<file path="src/rtl/dm_lsu_pkg.sv">
// Shared op/state encodings and the access-size/misalignment rules for the
// data-memory load/store unit.
package dm_lsu_pkg;

  typedef enum logic [2:0] {
    OP_LB  = 3'b000,
    OP_LH  = 3'b001,
    OP_SW  = 3'b010,
    OP_LW  = 3'b011,
    OP_LBU = 3'b100,
    OP_LHU = 3'b101,
    OP_SB  = 3'b110,
    OP_SH  = 3'b111
  } op_e;

  typedef enum logic [1:0] {
    ST_IDLE = 2'b00,
    ST_RD   = 2'b01,
    ST_WR   = 2'b10,
    ST_DONE = 2'b11
  } state_e;

  function automatic logic misaligned(input logic [2:0] op, input logic [1:0] lo);
    logic m;
    case (op)
      OP_LH, OP_LHU, OP_SH: m = lo[0];
      OP_LW, OP_SW:         m = (lo != 2'b00);
      default:              m = 1'b0;
    endcase
    return m;
  endfunction

  function automatic logic is_sub_store(input logic [2:0] op);
    return (op == OP_SB) || (op == OP_SH);
  endfunction

endpackage

</file>
<file path="src/rtl/dm_lsu_align.sv">
// Byte-lane extract/extend for loads and read-modify-write merge for sub-word stores.
module dm_lsu_align
  import dm_lsu_pkg::*;
(
  input  logic [2:0]  op,
  input  logic [1:0]  addr_lo,
  input  logic [31:0] word,
  input  logic [31:0] wdata,
  output logic [31:0] load_val,
  output logic [31:0] merged
);

  logic [7:0]  byte_s;
  logic [15:0] half_s;

  // Select addressed lane/half, then extend for loads or splice for stores
  always_comb begin
    byte_s   = word[{addr_lo, 3'b000} +: 8];
    half_s   = addr_lo[1] ? word[31:16] : word[15:0];
    load_val = word;
    merged   = wdata;
    case (op)
      OP_LB:   load_val = {{24{byte_s[7]}}, byte_s};
      OP_LBU:  load_val = {24'h000000, byte_s};
      OP_LH:   load_val = {{16{half_s[15]}}, half_s};
      OP_LHU:  load_val = {16'h0000, half_s};
      default: load_val = word;
    endcase
    case (op)
      OP_SB: begin
        merged = word;
        merged[{addr_lo, 3'b000} +: 8] = wdata[7:0];
      end
      OP_SH: begin
        merged = word;
        if (addr_lo[1]) begin
          merged[31:16] = wdata[15:0];
        end else begin
          merged[15:0] = wdata[15:0];
        end
      end
      default: merged = wdata;
    endcase
  end

endmodule

</file>
<file path="src/rtl/dm_lsu.sv">
// Load/store unit sequencing byte/half/word accesses to a word-wide data
// memory; sub-word stores are done as read-modify-write.
module dm_lsu
  import dm_lsu_pkg::*;
(
  input  logic        clk,
  input  logic        rst,
  input  logic        req,
  input  logic [2:0]  op,
  input  logic [9:0]  addr,
  input  logic [31:0] wdata,
  output logic        busy,
  output logic        done,
  output logic        err,
  output logic [31:0] rdata,
  output logic [9:0]  dm_addr,
  output logic [31:0] dm_din,
  output logic        dm_we,
  input  logic [31:0] dm_dout
);

  state_e      state_r;
  logic [2:0]  op_r;
  logic [9:0]  addr_r;
  logic [31:0] wdata_r;
  logic [31:0] word_r;
  logic [31:0] word_s;
  logic [31:0] load_s;
  logic [31:0] merged_s;

  assign dm_addr = {addr_r[9:2], 2'b00};
  // In RD the memory word is live on dm_dout; afterwards use the captured copy
  assign word_s  = (state_r == ST_RD) ? dm_dout : word_r;

  dm_lsu_align u_align (
    .op       (op_r),
    .addr_lo  (addr_r[1:0]),
    .word     (word_s),
    .wdata    (wdata_r),
    .load_val (load_s),
    .merged   (merged_s)
  );

  // Request FSM with all outputs registered on the transition into each state
  always_ff @(posedge clk or posedge rst) begin
    if (rst) begin
      state_r <= ST_IDLE;
      op_r    <= 3'b000;
      addr_r  <= 10'h000;
      wdata_r <= 32'h0000_0000;
      word_r  <= 32'h0000_0000;
      busy    <= 1'b0;
      done    <= 1'b0;
      err     <= 1'b0;
      rdata   <= 32'h0000_0000;
      dm_din  <= 32'h0000_0000;
      dm_we   <= 1'b0;
    end else begin
      case (state_r)
        ST_IDLE: begin
          done <= 1'b0;
          err  <= 1'b0;
          if (req) begin
            op_r    <= op;
            addr_r  <= addr;
            wdata_r <= wdata;
            busy    <= 1'b1;
            if (misaligned(op, addr[1:0])) begin
              state_r <= ST_DONE;
              done    <= 1'b1;
              err     <= 1'b1;
            end else if (op == OP_SW) begin
              state_r <= ST_WR;
              dm_we   <= 1'b1;
              dm_din  <= wdata;
            end else begin
              state_r <= ST_RD;
            end
          end else begin
            busy <= 1'b0;
          end
        end
        ST_RD: begin
          word_r <= dm_dout;
          if (is_sub_store(op_r)) begin
            state_r <= ST_WR;
            dm_we   <= 1'b1;
            dm_din  <= merged_s;
          end else begin
            state_r <= ST_DONE;
            done    <= 1'b1;
            rdata   <= load_s;
          end
        end
        ST_WR: begin
          dm_we   <= 1'b0;
          state_r <= ST_DONE;
          done    <= 1'b1;
        end
        ST_DONE: begin
          done    <= 1'b0;
          err     <= 1'b0;
          busy    <= 1'b0;
          state_r <= ST_IDLE;
        end
        default: begin
          state_r <= ST_IDLE;
          busy    <= 1'b0;
          done    <= 1'b0;
          err     <= 1'b0;
          dm_we   <= 1'b0;
        end
      endcase
    end
  end

endmodule

</file>
<file path="config.mk">
export PLATFORM = sky130hd
export DESIGN_NAME = dm_lsu
export DESIGN_NICKNAME = d
export VERILOG_FILES = /design/src/rtl/dm_lsu_pkg.sv /design/src/rtl/dm_lsu_align.sv /design/src/rtl/dm_lsu.sv
export SDC_FILE = /design/constraint.sdc
export NUM_CORES = 1
export LEC_CHECK = 0
export BUFFER_PORTS_ARGS = -buffer_cell sky130_fd_sc_hd__buf_2
export CORE_UTILIZATION = 50
export DETAILED_ROUTE_END_ITERATION = 16
export MAX_ROUTING_LAYER = met4
export PLACE_DENSITY = 0.74
export SYNTH_ARGS = -nofsm -noshare
export SYNTH_HDL_FRONTEND = slang
export SYNTH_SLANG_ARGS = --single-unit
</file>
<file path="constraint.sdc">
create_clock -name clk -period 6.04 [get_ports clk]
set_input_delay 0.906 -clock clk [delete_from_list [all_inputs] [get_ports clk]]
set_output_delay 0.906 -clock clk [all_outputs]
set_load 0.01 [all_outputs]
</file>
==> results.py, run 1 <==
metrics = {
    "timing": {
        "clock_skew_ns": 0.01067,
        "relSlewSlack_pct": 20.71,
        "period_minus_slack_ns": 3.739,
        "max_freq_mhz": 267.5,
        "slew_viol_final": 0,
        "hold_viol": 0,
        "setup_viol": 0,
        "tightest_slew_ns": 1.185,
        "final.period_utilization_pct": 61.90,
        "rsz0062_at_grt": "no",
        "setup_tns_ns": 0,
    },
    "power": {
        "p_clk_share_pct": 19.8,
        "ir_worst_vdd_uv": 475.4,
        "cellInternalPower_uw": 3424,
        "power_switching_share_pct": 42.24,
        "p_total_uw": 5927,
        "p_leak_uw": 0.004168,
        "seq_power_share_pct": 32.4,
        "pwr-share-comb_pct": 47.8,
        "netSwitchingPower_uw": 2503,
        "powerDensity_nw_per_um2": 647.5,
    },
    "setup_path": {
        "critical_path.startpoint": "addr_r[1]$_DFFE_PP0P_",
        "endpoint": "dm_din[25]$_DFFE_PP0P_",
        "start_kind": "flip-flop",
        "rr_worst_depth": 7,
        "reg2reg_from": "addr_r[1]$_DFFE_PP0P_",
        "worstPathMaxFanout": 32,
        "rr_endpoint": "dm_din[25]$_DFFE_PP0P_",
        "end_kind": "flip-flop",
        "r2r_slack_ns": 2.30,
        "cp.required_ns": 6.38,
        "cp.arrival_ns": 4.08,
        "timing_worst_setup_path_type": "flip-flop to flip-flop",
    },
    "routing": {
        "dr.pass1.iters": 5,
        "wire_per_inst_um": 20.85,
        "vias": 6570,
        "ant_nets": 0,
        "routed_via_density": 6.175,
        "drt-total-wl_um": 22180,
        "drc": 0,
        "drtIter0Drc": 719,
    },
    "clock_network": {
        "cts_tree": "built",
        "htreeDepth": 4,
        "cts_sinks": 147,
        "ctsHoldBuffers": 0,
        "root_buffer": "clkbuf_16",
        "post_cts_buffers": 0,
        "cts.path.max_buffers": 2,
        "cts_buffers": 17,
        "cts.clk_slew.worst_paths_ns": 0.06,
        "clk_latency_ns": 0.44,
        "cts_resized": 0,
    },
    "synthesis": {
        "yosys_warnings": 0,
        "ys_seq_elements": 147,
        "seq_area_frac_synth_pct": 46.96,
        "synth_top_family_by_area": "compound AO/OA/AOI/OAI gates",
        "async_flop_share_pct": 100.0,
        "synth.distinct_cells": 72,
        "synth_edf_count": 0,
        "syn_inst": 730,
        "synth_compound_area_share_pct": 21.03,
        "synth_mux_area_share_pct": 12.60,
        "synth_ff_type": "dfrtp_1",
        "synth_xor_area_share_pct": 0,
        "synth_simple_gate_area_share_pct": 10.83,
        "avgSynthCellArea_um2": 10.73,
        "synthesis.area_um2": 7834,
        "synthAdderAreaFrac_pct": 1.437,
    },
    "global_route": {
        "grtUsageTotal_pct": 29.56,
        "grt_max_degree": 113,
        "antenna_found_initial": 0,
        "grt_pass1_vias": 6355,
        "grt_remaining_overflow": 0,
        "grt_pass1_wl_um": 34930,
    },
    "place": {
        "place_area_um2": 8496,
        "gp_congestion": 0.9668,
        "numPortBuffers": 155,
        "hpwlAfterDp_um": 15220,
        "dp.cells": 1032,
    },
    "die": {
        "core-area_um2": 15260,
        "std_cell_rows": 45,
        "io_pins": 158,
        "dieArea_um2": 16170,
        "initial_core_util_pct": 51.34,
        "die_y_um": 127.2,
        "dieWidth_um": 127.2,
    },
    "final_layout": {
        "area_delta_synth_final_pct": 16.83,
        "fin_cells": 1064,
        "fin_area_um2": 9153,
        "fillCellCount": 1266,
        "antennaDiodeCount": 0,
        "drive_gt1_share_pct": 34.70,
        "fin_nets": 929,
    },
    "worst_hold_path": {
        "min-delay-start": "busy$_DFFE_PP0P_",
        "hp-class": "flip-flop to flip-flop",
    },
    "flow_run": {
        "cap_violations": 0,
    },
    "status": {
        "outcome": "finished, final reports clean",
    },
}
-- cells in the final DEF, fill, tap and decap left out, drive strengths merged, types with 15 or more instances in the layout --
master,instances
clkbuf,17
nand2,56
nand3,16
a21oi,15
mux2i,15
inv,27
dfrtp,147
nor2,52
o21ai,57
o31ai,22
nor3,18
buf,161
mux2,68
a221oi,17
-- per-stage QoR --
step                setup WS (ns)  hold WS [ns]  util (%)
floorplan                   1.183        0.4664         -
global placement            2.434        0.4664     55.68
detailed placement          2.398        0.4730     55.68
CTS                         2.397        0.4891     59.98
global route                1.996        0.5060     59.98
finish                      2.301        0.4858     59.98
-- worst max-delay path, stage by stage, from the launching register on --
cell       delay [ns]
dfrtp_1          0.99
clkinv_1         0.80
ha_1             0.57
nor4bb_1         0.54
buf_4            0.25
o2bb2ai_1        0.13
a221oi_1         0.10
o31ai_1          0.25
-- cell families after synthesis --
| group | Yosys count |
|---|---|
| AO/OA/AOI/OAI | 211 |
| AND/OR/NAND/NOR | 178 |
| flip-flops | 147 |
| buffers and inverters | 99 |
| multiplexers | 85 |
| adder cells (fa/ha/maj) | 9 |
| other | 1 |
-- worst min path at each step --
stage                                      end  slack (ns)  cells after the start
final                         busy$_DFFE_PP0P_        0.49                      1
after global routing       word_r[0]$_DFF_PP0_        0.51                      1
after CTS                     busy$_DFFE_PP0P_        0.49                      1
after detailed placement      busy$_DFFE_PP0P_        0.47                      1
after global placement        busy$_DFFE_PP0P_        0.47                      1
after floorplan           word_r[10]$_DFF_PP0_        0.47                      2
-- area by class of cell --
class	count	area, um^2	area share, %
clock buffer	17	425.4	4.648
tap	211	264.0	2.884
sequential	147	3679	40.19
inverter	28	110.1	1.203
clock inverter	15	231.5	2.529
timing repair buffer	161	820.8	8.968
multi-input combinational	485	3622	39.58
-- Yosys cell counts (4+ instances only) --
master / instances / share of area [%]
a21o_1: 9 / 0.86
a221oi_1: 16 / 1.8
a22o_1: 14 / 1.6
o21ai_0: 47 / 3.0
o22ai_1: 7 / 0.56
buf_2: 25 / 1.6
mux2_2: 65 / 9.3
mux2i_1: 11 / 1.4
o31ai_2: 4 / 0.64
dfrtp_1: 147 / 47
o311ai_0: 8 / 0.89
o221a_2: 5 / 0.72
buf_6: 8 / 1.2
o21ai_1: 10 / 0.64
nand3_1: 16 / 1.0
buf_4: 16 / 1.5
a21oi_1: 14 / 0.89
o311a_1: 4 / 0.51
clkbuf_1: 19 / 0.91
and2_1: 4 / 0.32
mux2i_2: 4 / 0.70
ha_1: 9 / 1.4
a221o_1: 8 / 1.0
o211a_1: 5 / 0.64
a311oi_1: 8 / 0.89
nor3_1: 17 / 1.1
o31ai_1: 18 / 1.7
nor2_1: 49 / 2.3
o2111ai_1: 8 / 0.89
o2bb2ai_1: 7 / 0.78
nand2_1: 55 / 2.6
nand2b_1: 12 / 0.96
inv_1: 24 / 1.2
-- routing by layer --
metal	wire length [um]	global-route usage, %
met2	10140	43.21
met3	1764	6.323
met5	0	-
met1	9645	40.41
met4	632	11.34
-- power groups by stage --
stage	Clock (uW)	Combinational [uW]	Sequential, uW
after floorplan	0	2150	1840
after CTS	1190	2820	1900
after detailed placement	0	2800	1910
final	1180	2830	1920
after global placement	0	2750	1900
after global routing	1230	3090	1970
-- registers in the layout (all words and copies together), names as in the netlist --
name	flops
err	1
wdata_r	32
state_r	2
word_r	32
busy	1
rdata	32
addr_r	10
dm_din	32
dm_we	1
done	1
op_r	3
Power figures use the tool's default switching activity.
==> run 2, diff against run 1 <==
clock period = 3.6 ns   (was 6.04 ns; I/O delays follow)
==> run 2 against run 1 <==
Setup slack lost 1.5 ns. Core utilization shrank 0.22 points. Clock skew shrank 0.0049 ns. Clock-buffer cell count grew 3. Critical path type unchanged. Largest cell class unchanged.
==> results.py, run 2 (same netlist as run 1, synthesis figures left out) <==
metrics = {
    "routing": {
        "wire_per_inst_um": 21.06,
        "drtIter0Drc": 752,
        "drc": 0,
        "drt-total-wl_um": 22450,
        "routed_via_density": 6.115,
        "ant_nets": 0,
        "dr.pass1.iters": 6,
        "vias": 6519,
    },
    "final_layout": {
        "most-common-layout-cells": "buf_2 (155), dfrtp_1 (147), mux2_2 (65)",
        "fin_cells": 1066,
        "post-route-util_pct": 59.76,
        "drive_gt1_share_pct": 34.62,
        "fin_nets": 936,
        "final_common_cell": "buf_2",
        "antennaDiodeCount": 0,
        "area_delta_synth_final_pct": 16.40,
        "fin_area_um2": 9119,
    },
    "setup_path": {
        "cp_top_family": "compound AO/OA/AOI/OAI gates",
        "crit_cells": 7,
        "cp_num_buf_inv": 2,
        "cp.arrival_ns": 3.10,
        "timing_worst_setup_path_type": "flip-flop to flip-flop",
        "cpMaxStageDelayCell": "mux2i_1",
        "cpPeakStageDelay_ns": 0.58,
        "start_kind": "flip-flop",
        "crit_chain": "inv_1 -> ha_4 -> buf_12 -> mux2i_1 -> o2bb2ai_1 -> a221oi_1 -> o31ai_1",
        "worstPathMaxFanout": 53,
        "cp.required_ns": 3.90,
        "rr_worst_depth": 7,
        "end_kind": "flip-flop",
    },
    "timing": {
        "period_minus_slack_ns": 2.795,
        "slew_viol_final": 0,
        "clock_skew_ns": 0.005781,
        "fin_ws_ns": 0.8054,
        "setup_tns_ns": 0,
        "tightest_slew_ns": 0.9553,
        "hold_viol": 0,
        "rsz0062_at_grt": "no",
        "max_freq_mhz": 357.8,
        "final.period_utilization_pct": 77.63,
        "relSlewSlack_pct": 36.31,
        "setup_viol": 0,
    },
    "place": {
        "numPortBuffers": 155,
        "place_area_um2": 8584,
        "dp.cells": 1039,
        "gp_congestion": 0.9555,
        "hpwlAfterDp_um": 15730,
        "post-place-ws_ns": 0.9205,
    },
    "clock_network": {
        "post_cts_buffers": 0,
        "cts_buffers": 17,
        "clk_latency_ns": 0.43,
        "htreeDepth": 4,
        "cts_resized": 0,
        "ctsHoldBuffers": 0,
        "cts_sinks": 147,
        "cts.path.max_buffers": 2,
        "cts.clk_slew.worst_paths_ns": 0.06,
        "root_buffer": "clkbuf_16",
        "cts_tree": "built",
    },
    "worst_hold_path": {
        "hp-class": "input port to async pin",
    },
    "global_route": {
        "grt_max_degree": 64,
        "grtUsageTotal_pct": 29.77,
        "grt_pass1_vias": 6254,
        "grt_remaining_overflow": 0,
        "grt_pass1_wl_um": 35330,
        "antenna_found_initial": 0,
    },
    "power": {
        "powerDensity_nw_per_um2": 1065,
        "p_leak_uw": 0.004159,
        "ir_worst_vdd_uv": 619.8,
    },
    "die": {
        "dieArea_um2": 16170,
        "core-area_um2": 15260,
        "dieWidth_um": 127.2,
        "std_cell_rows": 45,
        "die_y_um": 127.2,
        "initial_core_util_pct": 51.34,
        "io_pins": 158,
    },
    "status": {
        "outcome": "finished, final reports clean",
    },
    "flow_run": {
        "cap_violations": 0,
    },
}
-- run 2: worst register-to-register path: stages (launching register included) --
cell and delay, ns:
dfrtp_1 0.41, inv_1 0.12, ha_4 0.48, buf_12 0.34, mux2i_1 0.62, o2bb2ai_1 0.20
a221oi_1 0.37, o31ai_1 0.12
-- run 2: layout make-up --
class	count	area, um^2
Clock buffer	20	446.7
Clock inverter	7	87.58
Fill cell	1313	6140
Inverter	28	108.9
Multi-Input combinational cell	485	3622
Sequential cell	147	3679
Tap cell	211	264.0
Timing Repair Buffer	168	910.9
-- run 2: worst paths after layout --
path                                        startpoint                endpoint  slack (ns)
min in group clk                               addr[5]   addr_r[5]$_DFFE_PP0P_        0.34
worst min register to register        busy$_DFFE_PP0P_        busy$_DFFE_PP0P_        0.49
worst max register to register  state_r[1]$_DFFE_PP0P_  dm_din[27]$_DFFE_PP0P_        0.81
max in group asynchronous                          rst   rdata[26]$_DFFE_PP0P_        2.67
worst min-delay path                               rst  wdata_r[3]$_DFFE_PP0P_        0.19
worst max-delay path            state_r[1]$_DFFE_PP0P_  dm_din[27]$_DFFE_PP0P_        0.81
-- run 2: report_power, final --
| part | leakage (uW) | switching, uW | total, uW | internal (uW) |
|---|---|---|---|---|
| Clock | 0.000263 | 663 | 1670 | 1010 |
| Sequential | 0.00176 | 660 | 3170 | 2510 |
| Combinational | 0.00213 | 2810 | 4870 | 2060 |
| Total | 0.00416 | 4140 | 9710 | 5580 |
-- run 2: routing by layer --
layer  part of all wire, %  GRT usage, %
met3                   7.1         5.863
met1                    44         40.88
met2                    45         42.99
met5                     0             -
met4                   3.7         12.89
-- run 2: through the flow --
| step | power, uW | hold slack, ns |
|---|---|---|
| after floorplan | 6692 | 0.4664 |
| after global placement | 7855 | 0.4698 |
| after detailed placement | 7968 | 0.4640 |
| after CTS | 9690 | 0.1991 |
| after global routing | 10320 | 0.2284 |
| final | 9715 | 0.1917 |
